`src/rtl/serial_adder_if.sv`:
```
// serial_adder_if -- operand/result bundle for the bit-serial adder.
//
// Signals:
//   start  request to begin an addition (master -> slave)
//   a, b   operands, WIDTH bits, sampled with start (master -> slave)
//   cin    carry-in, sampled with start (master -> slave)
//   busy   addition in progress (slave -> master)
//   done   one-cycle pulse marking a new result (slave -> master)
//   sum    registered result, WIDTH bits (slave -> master)
//   cout   registered carry-out (slave -> master)
//
// Handshake: there is no ready signal. start is a single-cycle request that
// the slave accepts on any rising edge where busy=0 (idle or done). While
// busy=1, start, a, b and cin are ignored. Each accepted request produces
// exactly one done pulse, unless reset aborts the operation first. sum and
// cout are valid from the done cycle until the next done.
interface serial_adder_if #(
  parameter int WIDTH = 8
);
  logic             start;
  logic [WIDTH-1:0] a;
  logic [WIDTH-1:0] b;
  logic             cin;
  logic             busy;
  logic             done;
  logic [WIDTH-1:0] sum;
  logic             cout;

  modport master (
    output start, a, b, cin,
    input  busy, done, sum, cout
  );

  modport slave (
    input  start, a, b, cin,
    output busy, done, sum, cout
  );
endinterface

```
`src/rtl/serial_adder.sv`:
```
// serial_adder -- bit-serial adder: one full-adder step per clock, LSB first.
//
// Ports:
//   clk        single clock, rising edge
//   rst_n      asynchronous active-low reset
//   bus        serial_adder_if.slave (start/a/b/cin in, busy/done/sum/cout out)
//   dbg_state  current FSM state (0=IDLE, 1=RUN, 2=DONE)
//
// Timing: start accepted at edge N -> WIDTH RUN edges -> done=1 with a valid
// sum/cout in the cycle after edge N+WIDTH. A start seen in DONE is accepted
// immediately, giving one result every WIDTH+1 cycles.
module serial_adder #(
  parameter int WIDTH = 8
) (
  input  logic                clk,
  input  logic                rst_n,
  serial_adder_if.slave       bus,
  output logic [1:0]          dbg_state
);

  localparam int CW = $clog2(WIDTH + 1);

  typedef enum logic [1:0] {
    IDLE = 2'd0,
    RUN  = 2'd1,
    DONE = 2'd2
  } state_t;

  state_t           state;
  logic [WIDTH-1:0] op_a;
  logic [WIDTH-1:0] op_b;
  logic [WIDTH-1:0] psum;
  logic             carry;
  logic [CW-1:0]    cnt;

  logic             step_sum;
  logic             step_carry;
  logic [WIDTH-1:0] psum_next;

  // One full-adder step on the operand LSBs; the new sum bit enters at the
  // MSB so that after WIDTH steps psum holds the result in natural order.
  always_comb begin
    step_sum   = op_a[0] ^ op_b[0] ^ carry;
    step_carry = (op_a[0] & op_b[0]) | (op_a[0] & carry) | (op_b[0] & carry);
    psum_next  = {step_sum, psum[WIDTH-1:1]};
  end

  assign dbg_state = state;

  always_ff @(posedge clk or negedge rst_n) begin
    if (!rst_n) begin
      state    <= IDLE;
      op_a     <= '0;
      op_b     <= '0;
      psum     <= '0;
      carry    <= 1'b0;
      cnt      <= '0;
      bus.busy <= 1'b0;
      bus.done <= 1'b0;
      bus.sum  <= '0;
      bus.cout <= 1'b0;
    end else begin
      case (state)
        IDLE, DONE: begin
          bus.done <= 1'b0;
          if (bus.start) begin
            op_a     <= bus.a;
            op_b     <= bus.b;
            carry    <= bus.cin;
            psum     <= '0;
            cnt      <= '0;
            bus.busy <= 1'b1;
            state    <= RUN;
          end else begin
            bus.busy <= 1'b0;
            state    <= IDLE;
          end
        end

        RUN: begin
          psum  <= psum_next;
          op_a  <= op_a >> 1;
          op_b  <= op_b >> 1;
          carry <= step_carry;
          // cnt reaches WIDTH on the final step; CW bits hold WIDTH, so no wrap.
          cnt   <= cnt + 1'b1;
          if (cnt == CW'(WIDTH - 1)) begin
            bus.sum  <= psum_next;
            bus.cout <= step_carry;
            bus.busy <= 1'b0;
            bus.done <= 1'b1;
            state    <= DONE;
          end
        end

        default: begin
          bus.busy <= 1'b0;
          bus.done <= 1'b0;
          state    <= IDLE;
        end
      endcase
    end
  end

endmodule
```
`src/flat_wrapper.sv`:
```
// flat-port wrapper written by rule: the top's interface ports become plain ports
module serial_adder_flat 
#(
  parameter int WIDTH = 8
)
  (clk, rst_n, dbg_state, bus_start, bus_a, bus_b, bus_cin, bus_busy, bus_done, bus_sum, bus_cout);
  serial_adder_if #(.WIDTH(WIDTH)) bus_i ();
  input  logic clk;
  input  logic rst_n;
  output logic [1:0] dbg_state;
  input wire logic [$bits(bus_i.start)-1:0] bus_start;
  input wire logic [$bits(bus_i.a)-1:0] bus_a;
  input wire logic [$bits(bus_i.b)-1:0] bus_b;
  input wire logic [$bits(bus_i.cin)-1:0] bus_cin;
  output wire logic [$bits(bus_i.busy)-1:0] bus_busy;
  output wire logic [$bits(bus_i.done)-1:0] bus_done;
  output wire logic [$bits(bus_i.sum)-1:0] bus_sum;
  output wire logic [$bits(bus_i.cout)-1:0] bus_cout;
  assign bus_i.start = bus_start;
  assign bus_i.a = bus_a;
  assign bus_i.b = bus_b;
  assign bus_i.cin = bus_cin;
  assign bus_busy = bus_i.busy;
  assign bus_done = bus_i.done;
  assign bus_sum = bus_i.sum;
  assign bus_cout = bus_i.cout;
  serial_adder #(.WIDTH(WIDTH)) u_core (.clk(clk), .rst_n(rst_n), .bus(bus_i), .dbg_state(dbg_state));
endmodule
```
`config.mk`:
```
export PLATFORM = sky130hd
export DESIGN_NAME = serial_adder_flat
export DESIGN_NICKNAME = d
export VERILOG_FILES = /design/src/rtl/serial_adder_if.sv /design/src/rtl/serial_adder.sv /design/src/flat_wrapper.sv
export SDC_FILE = /design/constraint.sdc
export NUM_CORES = 1
export LEC_CHECK = 0
export BUFFER_PORTS_ARGS = -buffer_cell sky130_fd_sc_hd__buf_4
export CAP_MARGIN = 20
export CELL_PAD_IN_SITES_DETAIL_PLACEMENT = 0
export CELL_PAD_IN_SITES_GLOBAL_PLACEMENT = 1
export CORE_MARGIN = 4
export CORE_UTILIZATION = 39
export CTS_CLUSTER_DIAMETER = 200
export DETAILED_ROUTE_END_ITERATION = 8
export GPL_TIMING_DRIVEN = 0
export PLACE_DENSITY_LB_ADDON = 0.2
export SLEW_MARGIN = 25
export SYNTH_ARGS = -nofsm -noshare
export SYNTH_HDL_FRONTEND = slang
export SYNTH_SLANG_ARGS = --single-unit
```
`constraint.sdc`:
```
create_clock -name clk -period 1.4 [get_ports clk]
set_clock_uncertainty 0.15 [all_clocks]
set_input_delay 0.28 -clock clk [delete_from_list [all_inputs] [get_ports clk]]
set_output_delay 0.28 -clock clk [all_outputs]
set_load 0.01 [all_outputs]
```
Word level (Yosys, flattened, before mapping)
Cells that the tools add are included.
Operators by class
  add/sub/neg operators: 1
  equal/unequal tests: 5
  multiplexer cells: 18
  bitwise operators: 7
  reduce and logical (&&, ||, !) cells: 5
Operators by type and width (number)
  8-bit case mux with 2 select lines: 3
  8-bit 2-to-1 mux: 3
  4-bit case mux with 2 select lines: 1
  1-bit 2-to-1 mux: 6
  4-bit by 1-bit adder with 4-bit output (second input constant): 1
  4-bit by 3-bit == test with 1-bit output (second input constant): 1
  4-bit 2-to-1 mux: 1
  1-bit case mux with 2 select lines: 2
  2-bit case mux with 2 select lines: 1
  2-bit AND reduction: 2
  1-bit AND: 3
  2-bit by 1-bit == test with 1-bit output (second input constant): 1
  2-bit == test (second input constant): 1
  2-bit logical NOT: 1
  2-bit 2-to-1 mux: 1
  2-bit by 1-bit != test with 1-bit output (second input constant): 1
  2-bit != test (second input constant): 1
  1-bit OR: 2
  2-bit nonzero test: 1
  2-bit OR reduction: 1
  1-bit bitwise XOR: 2
Word-level totals
  register bits: 42
  bits of input ports: 20
  output and inout bits: 13
  word-level logic and storage cells: 46

Logic depth before layout (Yosys ltp)
Gate-level depths: netlist (run 1).
  depth in word-level cells: 4
  mapped depth: 5
  depth with buffers taken out: 4

Worst setup path before layout (run 1)
OpenSTA, ideal clock, no wires.
  path type: flip-flop to flip-flop
  start: register u_core.state[1], in the netlist u_core.dbg_state[1]
  end: register u_core.bus.sum[7]
  library setup time: 0.127 ns
  arrival: 1.271 ns
  data required time: 1.123 ns
  path slack: -0.148 ns
  cell stages (with the launch flop): 5
  path buffers: 1
  period minus slack after synthesis: 1.548 ns
  cells stage by stage: dfrtp_1 and2b_1 nor3b_2 buf_6 mux2_1
On the way
  word-level cells in the longest chain between the ends: 2
Ends and longest elaborated chain
  from (decl): RTL line serial_adder.sv:29  | state_t state;
  from (signal assigned): RTL line serial_adder.sv:52  | state <= IDLE;
  from (signal assigned): RTL line serial_adder.sv:73  | state <= RUN;
  from (signal assigned): RTL line serial_adder.sv:76  | state <= IDLE;
  2-bit by 1-bit == test with 1-bit output: RTL line serial_adder.sv:63  | case (state)
  2-bit AND reduction (no source line)
  to (signal assigned): RTL line serial_adder.sv:88  | bus.sum <= psum_next;
  to (decl): RTL line serial_adder_if.sv:36  | output busy, done, sum, cout
Every way passes these cells.
A chain may end at the register's enable or synchronous reset.

Worst setup path in the final report (run 1)
  start: register u_core.cnt[1]
  end: register u_core.bus.sum[7]
On the way
  word-level cells in the longest chain between the ends: 2
Ends and longest elaborated chain
  from (decl): RTL line serial_adder.sv:34  | logic [CW-1:0] cnt;
  from (signal assigned): RTL line serial_adder.sv:86  | cnt <= cnt + 1'b1;
  4-bit by 3-bit == test with 1-bit output: RTL line serial_adder.sv:87  | if (cnt == CW'(WIDTH - 1)) begin
  2-bit AND reduction (no source line)
Every way passes these cells.

==> results of run 1 <==
[sequential cells by signal, indices dropped and copies added (netlist names)]
register          cells
u_core.bus.sum        8
u_core.op_a           8
u_core.op_b           8
u_core.psum           7
u_core.cnt            4
u_core.bus.busy       1
u_core.bus.cout       1
u_core.carry          1
u_core.dbg_state      1
[stage by stage]
stage	cells	hold WS (ps)
floorplan	115	-166
global placement	197	128
CTS	222	53.8
detailed placement	197	128
finish	224	61.2
global route	224	60.7
[final cells by class]
cell class,instances,share of cell area (%)
sequential,39,41.6
tap,50,2.67
buffer,10,4.80
multi-input combinational,66,27.0
clock buffer,8,4.27
timing repair buffer,51,19.7
[cells in the mapped netlist]
library cell   n  area (um^2)
nand2_1        3         11.3
a21o_1        15          113
nor2_4         1         11.3
ha_1           1         12.5
buf_4          6         45.0
and2b_1        1         7.51
buf_6          2         22.5
nand2b_1       1         6.26
dfrtp_1       39          976
o21ai_0        1         5.00
fa_1           1         20.0
nor2b_1        2         12.5
mux2_1         9          101
nand4_1        1         6.26
a22o_1        26          228
buf_2          2         10.0
mux2_2         1         11.3
mux2i_1        2         20.0
nor3b_2        1         12.5
[power breakdown]
part           internal, mW  switching (mW)
Sequential             1.62           0.325
Combinational          1.72            1.02
Clock                 0.449           0.374
Total                  3.79            1.72
[cells by family after synthesis]
family / count (synthesis) / synth area share [%]
flip-flops: 39 / 59.8
AND/OR/NAND/NOR: 10 / 4.14
buffers and inverters: 10 / 4.75
AO/OA/AOI/OAI: 42 / 21.2
adder cells (fa/ha/maj): 2 / 1.99
multiplexers: 12 / 8.13
[final timing paths]
| kind | from | end | slack (ps) |
|---|---|---|---|
| min reg2reg | u_core.op_a[2] | u_core.op_a[2] | 340 |
| max | u_core.cnt[1] | u_core.bus.sum[7] | -230 |
| max reg2reg | u_core.cnt[1] | u_core.bus.sum[7] | -230 |
| min in group asynchronous | rst_n | u_core.bus.sum[5] | 340 |
| max in group asynchronous | rst_n | u_core.carry | 410 |
| min | bus_a[7] | u_core.op_a[7] | 60 |
[repair_timing]
| action | 4_1_cts | 5_1_grt |
|---|---|---|
| gates resized for setup | 29 | 9 |
| setup buffers | 11 | 2 |
| endpoints found under the hold margin | 39 | 0 |
| cloned | 5 | 1 |
| hold buffers | 1 | 0 |
| pin swaps | 9 | 19 |
| setup endpoints to repair | 39 | 42 |
[per-layer routing]
metal | global-route usage [%] | vias to the layer above | routed length (um)
met2 | 23.2 | 24 | 1810
met1 | 18.4 | 594 | 1570
met5 | 0 | - | 0
li1 | - | 549 | -
met3 | 3.58 | 7 | 141
met4 | 6.76 | 0 | 67
==> impl_metrics.py, run 1 <==
metrics = {
    "pwr": {
        "vdd.ir_drop.worst_mv": 1.10,
        "power_density_mw_per_mm2": 2350,
        "leakage_nw": 1.24,
        "total_power_mw": 5.51,
    },
    "layout": {
        "seq_area_um2": 976,
        "n_fill_cell": 349,
        "final_cell_mix": "39 x dfrtp_1, 38 x buf_4, 26 x a22o_1, 17 x buf_6, 15 x a21o_1",
        "area_growth_syn_to_layout_pct": 43.8,
        "layout-drive-gt1-share_pct": 48.3,
        "layout_commonest_cell": "dfrtp_1",
        "insertedDiodeCount": 0,
        "final_core_util_pct": 58.2,
        "finalNetCount": 195,
        "final_area_mm2": 0.00235,
        "multi_input_area_um2": 633,
    },
    "critical_path": {
        "cp.required_ps": 1430,
        "reg2reg_depth": 5,
        "cp_top_family": "flip-flops",
        "end_kind": "flip-flop",
        "cp.arrival_ps": 1660,
        "worstSetupPathType": "reg -> reg",
        "path_buf_inv": 1,
        "cp_num_cells": 5,
        "cp_slowest_cell": "dfrtp_1",
        "critPathMaxStageDelay_ps": 370,
        "worstPathMaxFanout": 5,
        "path_cells": "ha_2, nand2_2, nor3b_4, buf_6, mux2_4",
        "worstSetupStartpointType": "flip-flop",
    },
    "synth": {
        "synth_area_per_cell_um2": 14.2,
        "synth_cell_type_count": 19,
        "syn-cell-area_mm2": 0.00163,
        "syn_inst": 115,
        "ys_ff_latch": 39,
        "syn-num-nets": 137,
        "yosys_warnings": 0,
        "synth_seq_area_share_pct": 59.8,
    },
    "floorplanning": {
        "die-area_mm2": 0.00528,
        "die_width_um": 72.7,
        "rows": 23,
        "ios": 33,
        "fp.dieH_um": 72.7,
        "initial_core_util_pct": 40.5,
        "core_area_mm2": 0.00403,
    },
    "clocking": {
        "path_clk_slew_ps": 70,
        "root_buffer": "clkbuf_8",
        "clk_path_buf_depth": 2,
        "clock_sinks": 39,
        "cts_max_level": 2,
        "worst_skew_pair.late_latency_ps": 290,
        "cts_tree": "built",
        "cts_made_buffers": 5,
    },
    "placement": {
        "dp_hpwl_um": 2140,
        "placed_area_mm2": 0.00195,
        "post-place-ws_ps": -229,
        "io_buffers": 32,
        "gp_congestion": 0.711,
    },
    "status": {
        "violations": "negative setup slack",
        "outcome": "finished with violations",
    },
    "sta": {
        "relSlewSlack_pct": 67.2,
        "report.final.slew_viol_count": 0,
        "min_period_ps": 1630,
        "hold_violations": 0,
        "finalCritPeriodShare_pct": 116,
        "max_freq_mhz": 614,
        "setup-violations-final": 40,
        "tightestPinTransition_ps": 491,
        "rsz0062_at_grt": "true",
        "setup_ws_ps": -230,
        "final.setup.tns_ps": -7560,
    },
    "global_routing": {
        "grt_max_degree": 40,
        "gr-total-overflow": 0,
        "grtUsageTotal_pct": 14.5,
        "antenna_found_initial": 0,
        "grt_pass1_wl_um": 5750,
        "grt_pass1_vias": 1203,
    },
    "route": {
        "via_per_inst": 5.24,
        "drc_errors": 0,
        "vias": 1174,
        "drtPass1Iterations": 4,
        "wl_per_cell_um": 16.0,
        "antenna_left": 0,
        "route.final.wire_length_um": 3580,
        "drt-initial-drc-count": 83,
    },
    "hold_path": {
        "min_path_type": "in -> reg",
        "whs_path_depth": 2,
    },
    "flow_run": {
        "cap_viol_max_count": 0,
    },
}
Note: power is estimated with default switching activity, not from simulation.
==> inputs of run 2 (changes only) <==
--- a/config.mk
+++ b/config.mk
@@ -15,6 +15,7 @@
 export DETAILED_ROUTE_END_ITERATION = 8
 export GPL_TIMING_DRIVEN = 0
 export PLACE_DENSITY_LB_ADDON = 0.2
+export REMOVE_ABC_BUFFERS = 1
 export SLEW_MARGIN = 25
 export SYNTH_ARGS = -nofsm -noshare
 export SYNTH_HDL_FRONTEND = slang
==> run 2 against run 1 <==
Against the previous run: the run still ends with negative setup slack left; via count increased by 1.4%; global-route usage increased by 0.096 points; sequential cell count unchanged; first-iteration DRC count decreased by 28%; core utilization increased by 1.0 points; worst setup slack got worse by 25 ps; critical path depth unchanged; sequential power about the same; critical path type unchanged; largest power group unchanged; highest routed layer unchanged.
==> impl_metrics.py, run 2 (same netlist as run 1, synthesis figures left out) <==
metrics = {
    "clocking": {
        "cts_tree": "built",
        "cts_made_buffers": 5,
        "path_clk_slew_ps": 70,
        "clk_path_buf_depth": 2,
        "worst_skew_pair.late_latency_ps": 290,
        "cts_max_level": 2,
        "clock_sinks": 39,
        "root_buffer": "clkbuf_8",
    },
    "sta": {
        "final.setup.tns_ps": -6070,
        "setup-violations-final": 39,
        "report.final.slew_viol_count": 0,
        "tightestPinTransition_ps": 489,
        "max_freq_mhz": 604,
        "rsz0062_at_grt": "true",
        "setup_ws_ps": -255,
        "hold_violations": 0,
        "min_period_ps": 1650,
        "relSlewSlack_pct": 67.4,
        "finalCritPeriodShare_pct": 118,
    },
    "layout": {
        "insertedDiodeCount": 0,
        "area_growth_syn_to_layout_pct": 46.3,
        "final_cells": 227,
        "final_cell_mix": "38 x buf_4, 38 x dfrtp_1, 26 x a22o_1, 19 x buf_6, 15 x a21o_1",
        "top_regs": "u_core.bus.sum (8), u_core.op_a (8), u_core.op_b (8)",
        "final_core_util_pct": 59.3,
        "multi_input_area_um2": 683,
        "n_fill_cell": 326,
        "layout-drive-gt1-share_pct": 49.2,
        "finalNetCount": 198,
        "seq_area_um2": 977,
    },
    "route": {
        "route.final.wire_length_um": 3600,
        "wl_per_cell_um": 15.9,
        "drt-initial-drc-count": 60,
        "vias": 1191,
        "antenna_left": 0,
        "drtPass1Iterations": 4,
        "via_per_inst": 5.25,
        "drc_errors": 0,
    },
    "hold_path": {
        "whs_path_depth": 2,
        "min_path_type": "in -> reg",
        "holdPathEnd": "u_core.op_a[7]",
        "hp-start": "bus_a[7]",
    },
    "pwr": {
        "vdd.ir_drop.worst_mv": 0.777,
        "power_density_mw_per_mm2": 2310,
        "leakage_nw": 1.26,
    },
    "global_routing": {
        "grt_pass1_wl_um": 5870,
        "grt_max_degree": 40,
        "gr-total-overflow": 0,
        "grtUsageTotal_pct": 14.6,
        "antenna_found_initial": 0,
        "grt_pass1_vias": 1256,
    },
    "floorplanning": {
        "rows": 23,
        "die_width_um": 72.7,
        "core_area_mm2": 0.00403,
        "die-area_mm2": 0.00528,
        "initial_core_util_pct": 40.5,
        "ios": 33,
        "fp.dieH_um": 72.7,
    },
    "critical_path": {
        "r2r_start": "u_core.cnt[1]",
        "cp.required_ps": 1420,
        "worstPathMaxFanout": 8,
        "cp.arrival_ps": 1680,
        "worstSetupPathType": "reg -> reg",
        "reg2reg_depth": 5,
        "worstSetupStartpointType": "flip-flop",
        "r2r_setup_slack_ps": -250,
        "end_kind": "flip-flop",
        "reg2reg_to": "u_core.bus.sum[3]",
    },
    "status": {
        "violations": "negative setup slack",
        "outcome": "finished with violations",
    },
    "placement": {
        "gp_congestion": 0.648,
        "dp_hpwl_um": 1830,
        "dp.cells": 188,
        "io_buffers": 32,
    },
    "flow_run": {
        "cap_viol_max_count": 0,
    },
}
[run 2: changes by cell type in the layout (fill, tap and decap cells not counted), sizes merged]
cell,previous run,this run
and2b,1,3
nor2,1,2
buf,59,60
clkbuf,9,8
[run 2: repair_timing]
item	in CTS	in global routing
pin swaps	28	4
endpoints found under the setup margin	39	42
buffers inserted	23	4
endpoints found under the hold margin	39	0
gates resized for setup	31	15
hold buffers	1	0
gates cloned	4	0
[run 2: worst max-delay path by stage]
| stage | startpoint | to | slack (ps) |
|---|---|---|---|
| 5_1_grt | u_core.cnt[1] | u_core.bus.sum[3] | -320 |
| 3_3_place_gp | u_core.dbg_state[1] | u_core.bus.cout | -1340 |
| 3_5_place_dp | u_core.dbg_state[1] | u_core.bus.sum[3] | -1410 |
| 4_1_cts | u_core.dbg_state[1] | u_core.bus.cout | -200 |
| 6_report | u_core.cnt[1] | u_core.bus.sum[3] | -250 |
| 2_1_floorplan | u_core.dbg_state[1] | u_core.bus.sum[7] | -990 |
[run 2: final cells by class]
class | instances | area share (%)
Sequential cell | 39 | 40.9
Multi-Input combinational cell | 69 | 28.6
Timing Repair Buffer | 61 | 23.6
Tap cell | 50 | 2.62
Clock buffer | 8 | 4.19
[run 2: layer usage]
metal  vias to the layer above  track usage [%]  share of wire [%]
met1                       600             17.2                 40
met3                         7             4.68                5.9
li1                        550                -                  -
met4                         0             4.92                1.6
met2                        34             25.1                 53
met5                         -                0                  0
[run 2: per-stage QoR]
step | setup WS, ps | area, um^2 | power [mW] | hold WS, ps
2_1_floorplan | -986 | 1550 | 3.04 | -166
3_3_place_gp | -1340 | 1860 | 3.53 | 124
3_5_place_dp | -1410 | 1870 | 3.62 | 128
4_1_cts | -197 | 2310 | 5.30 | 54.0
5_1_grt | -322 | 2390 | 5.87 | 68.2
6_report | -255 | 2390 | 5.51 | 61.4
[run 2: power by group]
| group | switching [mW] | internal (mW) | total (mW) |
|---|---|---|---|
| registers | 0.342 | 1.62 | 1.96 |
| logic | 1.03 | 1.71 | 2.73 |
| clock network | 0.364 | 0.449 | 0.813 |
[run 2: worst max-delay path, stage by stage (launching register included)]
cell     delay, ps
dfrtp_1        400
ha_4           170
nand2_4         60
nor3b_4        280
buf_12         180
mux2_4         300
